==> config.mk <==
export PLATFORM = sky130hd
export DESIGN_NAME = spi_slave_responder
export DESIGN_NICKNAME = d
export VERILOG_FILES = /design/src/rtl/spi_slave_responder.sv
export SDC_FILE = /design/constraint.sdc
export NUM_CORES = 1
export LEC_CHECK = 0
export CAP_MARGIN = 20
export CORE_MARGIN = 2
export CORE_UTILIZATION = 45
export DETAILED_ROUTE_END_ITERATION = 6
export PLACE_DENSITY = 0.78
export SLEW_MARGIN = 5
export SYNTH_ARGS = -nofsm -noshare
export SYNTH_HDL_FRONTEND = slang
export SYNTH_SLANG_ARGS = --single-unit
==> constraint.sdc <==
create_clock -name clk_i -period 5.31 [get_ports clk_i]
set_clock_uncertainty 0.1 [all_clocks]
set_input_delay 0.7965 -clock clk_i [delete_from_list [all_inputs] [get_ports clk_i]]
set_output_delay 0.7965 -clock clk_i [all_outputs]
set_load 0.02 [all_outputs]
==> src/rtl/spi_slave_responder.sv <==
// SPI mode-0 slave speaking the ADXL362 register protocol (write 0x0A, read 0x0B).
// Define SPI_FIFO_READ_EN to add the FIFO read command 0x0D.
module spi_slave_responder #(
    parameter int unsigned ADDR_W      = 6,
    parameter int unsigned SYNC_STAGES = 2
) (
    input  logic              clk_i,
    input  logic              rst_i,
    input  logic              sck_i,
    input  logic              ncs_i,
    input  logic              mosi_i,
    output logic              miso_o,
    output logic              busy_o,
    output logic [ADDR_W-1:0] reg_addr_o,
    output logic [7:0]        reg_wdata_o,
    output logic              reg_wr_o,
    output logic              reg_rd_o,
    input  logic [7:0]        reg_rdata_i,
    output logic              fifo_rd_o,
    input  logic [7:0]        fifo_rdata_i,
    output logic              cmd_err_o
);

    localparam int unsigned BYTE_W = 8;
    localparam logic [BYTE_W-1:0] CMD_WRITE = 8'h0A;
    localparam logic [BYTE_W-1:0] CMD_READ  = 8'h0B;
`ifdef SPI_FIFO_READ_EN
    localparam logic [BYTE_W-1:0] CMD_FIFO  = 8'h0D;
`endif

    typedef enum logic [2:0] {
        ST_IDLE,
        ST_CMD,
        ST_WADDR,
        ST_RADDR,
        ST_WDATA,
        ST_RDATA,
        ST_FIFO,
        ST_IGNORE
    } state_t;

    logic [SYNC_STAGES-1:0] sck_p, ncs_p, mosi_p;
    logic [SYNC_STAGES:0]   fill;
    logic                   sck_d, ncs_d;
    logic                   sck_s, ncs_s, mosi_s, sync_ok;
    logic                   sck_rise, sck_fall, ncs_rise, ncs_fall, byte_done;

    state_t              state, state_nxt;
    logic [2:0]          bit_cnt, bit_cnt_nxt;
    logic [BYTE_W-1:0]   rx_sr, rx_sr_nxt, rx_shift;
    logic [BYTE_W-1:0]   tx_sr, tx_sr_nxt;
    logic [BYTE_W-1:0]   ld_data;
    logic                ld_pend;
    logic                miso_nxt, wr_nxt, rd_nxt, fifo_rd_nxt, err_nxt;
    logic [ADDR_W-1:0]   addr_nxt;
    logic [BYTE_W-1:0]   wdata_nxt;

    // Input synchronizers plus edge-detect stage. ncs idles high so a low ncs
    // held across reset never looks like a fresh fall; fill masks events until
    // the pipeline carries real samples.
    always_ff @(posedge clk_i) begin
        if (rst_i) begin
            sck_p  <= '0;
            ncs_p  <= '1;
            mosi_p <= '0;
            sck_d  <= 1'b0;
            ncs_d  <= 1'b1;
            fill   <= '0;
        end else begin
            sck_p  <= {sck_p[SYNC_STAGES-2:0], sck_i};
            ncs_p  <= {ncs_p[SYNC_STAGES-2:0], ncs_i};
            mosi_p <= {mosi_p[SYNC_STAGES-2:0], mosi_i};
            sck_d  <= sck_s;
            ncs_d  <= ncs_s;
            fill   <= {fill[SYNC_STAGES-1:0], 1'b1};
        end
    end

    assign sck_s     = sck_p[SYNC_STAGES-1];
    assign ncs_s     = ncs_p[SYNC_STAGES-1];
    assign mosi_s    = mosi_p[SYNC_STAGES-1];
    assign sync_ok   = fill[SYNC_STAGES];
    assign sck_rise  = sync_ok &  sck_s & ~sck_d;
    assign sck_fall  = sync_ok & ~sck_s &  sck_d;
    assign ncs_rise  = sync_ok &  ncs_s & ~ncs_d;
    assign ncs_fall  = sync_ok & ~ncs_s &  ncs_d;
    assign rx_shift  = {rx_sr[BYTE_W-2:0], mosi_s};
    assign byte_done = sck_rise & (bit_cnt == 3'd7);

`ifdef SPI_FIFO_READ_EN
    logic ld_fifo;

    always_ff @(posedge clk_i) begin
        if (rst_i) ld_fifo <= 1'b0;
        else       ld_fifo <= fifo_rd_o;
    end

    assign ld_data = ld_fifo ? fifo_rdata_i : reg_rdata_i;
`else
    logic unused_fifo_rdata;
    assign unused_fifo_rdata = ^fifo_rdata_i;
    assign ld_data = reg_rdata_i;
`endif

    // State register and all registered outputs.
    always_ff @(posedge clk_i) begin
        if (rst_i) begin
            state       <= ST_IDLE;
            bit_cnt     <= 3'd0;
            rx_sr       <= '0;
            tx_sr       <= '0;
            ld_pend     <= 1'b0;
            miso_o      <= 1'b0;
            busy_o      <= 1'b0;
            reg_addr_o  <= '0;
            reg_wdata_o <= '0;
            reg_wr_o    <= 1'b0;
            reg_rd_o    <= 1'b0;
            fifo_rd_o   <= 1'b0;
            cmd_err_o   <= 1'b0;
        end else begin
            state       <= state_nxt;
            bit_cnt     <= bit_cnt_nxt;
            rx_sr       <= rx_sr_nxt;
            tx_sr       <= tx_sr_nxt;
            ld_pend     <= reg_rd_o | fifo_rd_o;
            miso_o      <= miso_nxt;
            busy_o      <= ~ncs_s;
            reg_addr_o  <= addr_nxt;
            reg_wdata_o <= wdata_nxt;
            reg_wr_o    <= wr_nxt;
            reg_rd_o    <= rd_nxt;
            fifo_rd_o   <= fifo_rd_nxt;
            cmd_err_o   <= err_nxt;
        end
    end

    always_comb begin
        state_nxt   = state;
        bit_cnt_nxt = bit_cnt;
        rx_sr_nxt   = rx_sr;
        tx_sr_nxt   = tx_sr;
        addr_nxt    = reg_addr_o;
        wdata_nxt   = reg_wdata_o;
        wr_nxt      = 1'b0;
        rd_nxt      = 1'b0;
        fifo_rd_nxt = 1'b0;
        err_nxt     = 1'b0;

        // Write address advances the cycle after each write strobe.
        if (reg_wr_o) addr_nxt = reg_addr_o + ADDR_W'(1);

        // Returned read data lands one clk after the request; the fall right
        // after a byte boundary (counter 0) must keep the fresh MSB in place.
        if (ld_pend) begin
            tx_sr_nxt = ld_data;
        end else if (sck_fall && bit_cnt != 3'd0) begin
            tx_sr_nxt = {tx_sr[BYTE_W-2:0], 1'b0};
        end

        if (ncs_rise) begin
            state_nxt   = ST_IDLE;
            bit_cnt_nxt = 3'd0;
        end else if (state == ST_IDLE) begin
            bit_cnt_nxt = 3'd0;
            if (ncs_fall) state_nxt = ST_CMD;
        end else begin
            if (sck_rise) begin
                bit_cnt_nxt = bit_cnt + 3'd1;
                rx_sr_nxt   = rx_shift;
            end
            if (byte_done) begin
                case (state)
                    ST_CMD: begin
                        case (rx_shift)
                            CMD_WRITE: state_nxt = ST_WADDR;
                            CMD_READ:  state_nxt = ST_RADDR;
`ifdef SPI_FIFO_READ_EN
                            CMD_FIFO: begin
                                state_nxt   = ST_FIFO;
                                fifo_rd_nxt = 1'b1;
                            end
`endif
                            default: begin
                                state_nxt = ST_IGNORE;
                                err_nxt   = 1'b1;
                            end
                        endcase
                    end
                    ST_WADDR: begin
                        addr_nxt  = rx_shift[ADDR_W-1:0];
                        state_nxt = ST_WDATA;
                    end
                    ST_RADDR: begin
                        addr_nxt  = rx_shift[ADDR_W-1:0];
                        rd_nxt    = 1'b1;
                        state_nxt = ST_RDATA;
                    end
                    ST_WDATA: begin
                        wdata_nxt = rx_shift;
                        wr_nxt    = 1'b1;
                    end
                    ST_RDATA: begin
                        addr_nxt = reg_addr_o + ADDR_W'(1);
                        rd_nxt   = 1'b1;
                    end
                    ST_FIFO: fifo_rd_nxt = 1'b1;
                    default: ;
                endcase
            end
        end

        miso_nxt = ((state_nxt == ST_RDATA) || (state_nxt == ST_FIFO)) ? tx_sr_nxt[BYTE_W-1] : 1'b0;
    end

endmodule

==> results of run 1 <==
cell type report:
| cell class | count | area [um2] |
|---|---|---|
| well taps | 67 | 83.8 |
| inverters | 9 | 33.8 |
| clock buffers | 6 | 82.6 |
| repair buffers | 33 | 328 |
| fillers | 421 | 2050 |
| multi-input cells | 154 | 1050 |
| flip-flops and latches | 53 | 1060 |
| clock inverters | 2 | 37.5 |
logic make-up (layout without fill, tap and decap cells):
group | after synthesis | after routing | share of synthesized area
simple gates | 85 | 85 | 0.208
flops | 53 | 53 | 0.481
buf+inv | 21 | 50 | 0.0426
fa+ha+maj | 4 | 4 | 0.0227
compound gates | 32 | 32 | 0.101
xor+xnor | 9 | 9 | 0.0358
mux | 24 | 24 | 0.109
per-stage QoR:
stage / hold slack, ns / util / std cells / setup WS (ns)
after floorplan: 0.289 / - / 228 / 3.42
after global placement: 0.293 / 0.541 / 316 / 2.43
after detailed placement: 0.295 / 0.541 / 316 / 2.39
after CTS: 0.317 / 0.567 / 324 / 2.70
after global routing: 0.333 / 0.567 / 324 / 2.58
final: 0.315 / 0.567 / 324 / 2.69
power by group:
group	switching (W)	internal [W]
Clock	0.000127	0.000153
Sequential	0.00000237	0.000401
Combinational	0.00000896	0.0000116
state kept, by name, summed over array words and instances, names as in the netlist:
name and cells:
reg_addr_o 6, bit_cnt 3, fifo_rd_o 1, tx_sr 8, ncs_p 2, reg_wr_o 1
mosi_p 2, busy_o 1, reg_wdata_o 8, sck_p 2, ncs_d 1, rx_sr 7
ld_pend 1, sck_d 1, miso_o 1, fill 3, cmd_err_o 1, state 3
reg_rd_o 1
synthesized netlist by cell type (2+ instances only):
cell type,number,area share
nor2b_1,12,0.034
xnor2_1,4,0.016
a211oi_1,7,0.024
and3_1,3,0.0085
inv_1,9,0.015
nor3_2,2,0.0091
a22oi_1,4,0.014
ha_1,4,0.023
nand2b_1,2,0.0057
or3_1,2,0.0057
nor4_1,2,0.0057
nand4_1,2,0.0057
nor2_1,34,0.058
and3b_1,2,0.0079
or2_2,2,0.0057
nand3b_1,2,0.0068
nand2_1,7,0.012
xor2_1,5,0.020
nor3_1,5,0.011
o221ai_1,2,0.0079
a221oi_1,2,0.0079
nand4b_1,2,0.0079
dfxtp_1,53,0.48
buf_6,2,0.010
clkbuf_1,9,0.015
o21ai_0,3,0.0068
mux2i_1,24,0.11
or4_1,2,0.0068
o22ai_1,5,0.014
a21oi_1,5,0.011
per-layer routing:
layer | global-route usage | wire [um]
met5 | 0 | 0
met2 | 0.259 | 1850
met4 | 0.0727 | 81
met1 | 0.210 | 2030
met3 | 0.0285 | 137
worst max-delay path by stage:
| stage | from | end | slack, ns | cells after the start |
|---|---|---|---|---|
| floorplan | bit_cnt[1] | reg_wdata_o[0] | 3.42 | 7 |
| global placement | rst_i | bit_cnt[1] | 2.43 | 4 |
| detailed placement | rst_i | bit_cnt[2] | 2.39 | 4 |
| CTS | rst_i | bit_cnt[2] | 2.70 | 4 |
| global route | rst_i | miso_o | 2.58 | 4 |
| finish | rst_i | bit_cnt[2] | 2.69 | 4 |
critical path: cells and delay by family:
kind	cells	cell delay [ns]
buffers and inverters	2	1.38
AND/OR/NAND/NOR	2	0.57
==> flow_metrics.py, run 1 <==
metrics = {
    "synthesis": {
        "synth_edf_count": 0,
        "synth_ff_type": "dfxtp_1",
        "netlist_instances": 228,
        "synthDistinctLibCells": 39,
        "avgSynthCellArea_um2": 9.67,
        "ys_seq_area_frac": 0.481,
        "async_reset_ff_frac": 0,
        "syn_area_um2": 2200,
        "synth-seq-cells": 53,
        "syn-num-nets": 253,
        "yosysWarnings": 0,
    },
    "run_status": {
        "status": "complete, no violations",
    },
    "finish": {
        "area_growth_syn_to_layout_pct": 21.4,
        "drive_gt1_frac": 0.0584,
        "design_area_um2": 2680,
        "nNetsFinal": 281,
        "final_cell_mix": "53 x dfxtp_1, 34 x nor2_1, 32 x clkdlybuf4s50_1",
        "diodes": 0,
        "mostFrequentLayoutCell": "dfxtp_1",
    },
    "floorplan": {
        "die-area_um2": 5480,
        "die_x_um": 74.0,
        "core_area_um2": 4720,
        "rows": 25,
        "io_pins": 41,
        "die_y_um": 74.0,
        "initial_core_util": 0.467,
    },
    "clock_tree": {
        "numCtsBuffers": 5,
        "cts_sinks": 53,
        "h-tree-depth": 2,
        "cts_buffer_depth": 2,
        "cts_hold_buf": 0,
        "path_clk_slew_ns": 0.09,
        "worstSkewPairLatency_ns": 0.30,
        "cts_tree": "built",
        "postCtsSetupBuffers": 0,
        "postCtsResizedCells": 0,
        "cts_root_buf": "clkbuf_8",
    },
    "worst_setup_path": {
        "path_class": "in2reg",
        "reg2reg_slack_ns": 3.06,
        "r2r-end": "reg_wdata_o[7]",
        "end_kind": "flip-flop",
        "r2r_cells": 6,
        "start_kind": "input port",
        "arrival_ns": 2.76,
        "cpMaxStageDelayCell": "clkdlybuf4s50_1",
        "worstPathCellList": "clkdlybuf4s50_1 > buf_4 > or3_1 > nor2_1",
        "crit_required_ns": 5.46,
        "cp_max_fo": 28,
        "rr_startpoint": "bit_cnt[1]",
        "slowest_delay_ns": 0.93,
    },
    "detailed_routing": {
        "routedWlPerCell_um": 12.7,
        "ant_nets": 0,
        "routed_wl_mm": 4.10,
        "via_per_inst": 5.15,
        "drcViolationCount": 0,
        "drt_iter0_drc": 62,
        "first_pass_iters": 4,
        "vias": 1669,
    },
    "timing": {
        "max_freq_mhz": 382,
        "relSlewSlack": 0.328,
        "finalHoldViolCount": 0,
        "finalMaxSlewViolations": 0,
        "rsz0062_at_grt": "no",
        "tightest_slew_ns": 1.00,
        "setup_viol_count_final": 0,
        "period_share": 0.493,
        "fin_crit_ns": 2.62,
        "fin_tns_setup_ns": 0,
    },
    "min_path": {
        "min_from": "ncs_p[0]",
        "hold_depth": 1,
        "hold_path.class": "reg2reg",
        "hold_end": "ncs_p[1]",
    },
    "pwr": {
        "leakage_nw": 0.983,
        "powerDensity_nw_per_um2": 263,
        "total_power_w": 0.000704,
        "peakVddDrop_mv": 0.115,
    },
    "global_routing": {
        "grt_pass1_wl_mm": 6.78,
        "antenna_found_initial": 0,
        "gr-total-overflow": 0,
        "grt_max_degree": 29,
        "grt_use_total": 0.160,
        "grt_pass1_vias": 1532,
    },
    "place": {
        "portBuffers": 32,
        "post_dp_cell_area_um2": 2560,
        "place_congestion": 0.740,
        "dp_hpwl_mm": 2.88,
    },
    "run": {
        "cap_violations": 0,
    },
}
No activity file was read; power rests on OpenSTA's default activity.
==> run 2: changes to the inputs <==
Settings changed: PLACE_DENSITY 0.78 to 0.81.
Clock period 5.31 ns to 2.4 ns, I/O delays scaled along.
==> run 2 against run 1 <==
  * Critical path depth rose by 3
  * Largest power group unchanged
  * Global-route usage grew 0.16 points
  * Non-clock buffer count rose by 5
  * Register-to-register slack got worse by 2.8 ns
  * Sequential power grew 120%
==> flow_metrics.py, run 2 (synthesis results as in run 1) <==
metrics = {
    "timing": {
        "tightest_slew_ns": 0.481,
        "fin_crit_ns": 2.11,
        "period_share": 0.878,
        "setup_viol_count_final": 0,
        "max_freq_mhz": 475,
        "finalHoldViolCount": 0,
        "fin_tns_setup_ns": 0,
        "rsz0062_at_grt": "no",
        "relSlewSlack": 0.677,
        "finalMaxSlewViolations": 0,
    },
    "clock_tree": {
        "cts_tree": "built",
        "numCtsBuffers": 5,
        "postCtsResizedCells": 0,
        "postCtsSetupBuffers": 0,
        "cts_sinks": 53,
        "cts_buffer_depth": 2,
        "worstSkewPairLatency_ns": 0.30,
        "cts_hold_buf": 0,
        "cts_root_buf": "clkbuf_8",
        "h-tree-depth": 2,
        "path_clk_slew_ns": 0.09,
    },
    "detailed_routing": {
        "drcViolationCount": 0,
        "drt_iter0_drc": 104,
        "routed_wl_mm": 4.25,
        "first_pass_iters": 4,
        "routedWlPerCell_um": 13.0,
        "via_per_inst": 5.12,
        "vias": 1678,
        "ant_nets": 0,
    },
    "finish": {
        "diodes": 0,
        "nFillCells": 420,
        "ff_latch_area_um2": 1060,
        "final_cell_mix": "53 x dfxtp_1, 34 x nor2_1, 32 x clkdlybuf4s50_1",
        "area_growth_syn_to_layout_pct": 21.6,
        "nNetsFinal": 286,
        "fin_cells": 328,
        "design_area_um2": 2680,
        "mostFrequentLayoutCell": "dfxtp_1",
        "multi_input_area_um2": 1050,
        "fin_util": 0.567,
        "reg_top3": "reg_wdata_o (8), tx_sr (8), rx_sr (7)",
        "drive_gt1_frac": 0.0690,
    },
    "run": {
        "cap_violations": 0,
    },
    "place": {
        "post_dp_cell_area_um2": 2590,
        "place_inst": 321,
        "place_congestion": 0.815,
        "portBuffers": 32,
        "dp_hpwl_mm": 2.94,
    },
    "global_routing": {
        "gr-total-overflow": 0,
        "grt_use_total": 0.162,
        "grt_pass1_wl_mm": 6.89,
        "grt_max_degree": 22,
        "antenna_found_initial": 0,
        "grt_pass1_vias": 1508,
    },
    "pwr": {
        "powerDensity_nw_per_um2": 534,
        "peakVddDrop_mv": 0.205,
        "total_power_w": 0.00143,
        "leakage_nw": 0.994,
    },
    "worst_setup_path": {
        "path_class": "reg2reg",
        "r2r_cells": 7,
        "reg2reg_slack_ns": 0.29,
        "arrival_ns": 2.23,
        "cp_max_fo": 7,
        "end_kind": "flip-flop",
        "crit_required_ns": 2.52,
        "start_kind": "flip-flop",
    },
    "floorplan": {
        "core_area_um2": 4720,
        "initial_core_util": 0.467,
        "die-area_um2": 5480,
        "rows": 25,
        "die_y_um": 74.0,
        "die_x_um": 74.0,
        "io_pins": 41,
    },
    "min_path": {
        "hold_depth": 1,
        "hold_path.class": "reg2reg",
    },
    "run_status": {
        "status": "complete, no violations",
    },
}
-- run 2: cell count changes in the layout (fill, tap and decap cells not counted) --
| cell | change |
|---|---|
| buf_4 | +5 |
| bufinv_16 | -1 |
| clkbuf_1 | +1 |
| clkinvlp_4 | -1 |
-- run 2: worst paths after layout --
kind	start	endpoint
worst max-delay path	bit_cnt[1]	fifo_rd_o
worst min-delay path	ncs_p[0]	ncs_p[1]
worst max register to register	bit_cnt[1]	fifo_rd_o
worst min register to register	ncs_p[0]	ncs_p[1]
-- run 2: layer usage --
layer / vias up / wire, um / GRT usage / part of all wire
met2: 43 / 1930 / 0.244 / 0.45
met3: 4 / 249 / 0.0474 / 0.059
li1: 864 / - / - / -
met4: 0 / 42 / 0.0545 / 0.0099
met5: - / 0 / 0 / 0
met1: 767 / 2030 / 0.224 / 0.48
-- run 2: cell type report --
cell class	instances	share of cell area
Inverter	9	0.0126
Timing Repair Buffer	38	0.136
Clock buffer	7	0.0322
Multi-Input combinational cell	154	0.392
Tap cell	67	0.0313
Sequential cell	53	0.396
-- run 2: through the flow --
stage / setup slack, ns / hold WS, ns
finish: 0.293 / 0.321
floorplan: 0.512 / 0.289
CTS: 0.334 / 0.324
global route: 0.124 / 0.336
detailed placement: 0.385 / 0.303
global placement: 0.422 / 0.295
-- run 2: where the power goes --
group / switching [W] / internal (W) / leakage, nW
logic: 0.0000196 / 0.0000266 / 0.521
registers: 0.00000557 / 0.000887 / 0.429
clock network: 0.000263 / 0.000229 / 0.0443
-- run 2: worst max-delay path: stages, from the launching register on --
cell      delay [ns]
dfxtp_1         0.37
ha_1            0.17
ha_1            0.20
nand4b_1        0.14
buf_4           0.18
nor3_1          0.37
nand2_1         0.27
nor3_1          0.23
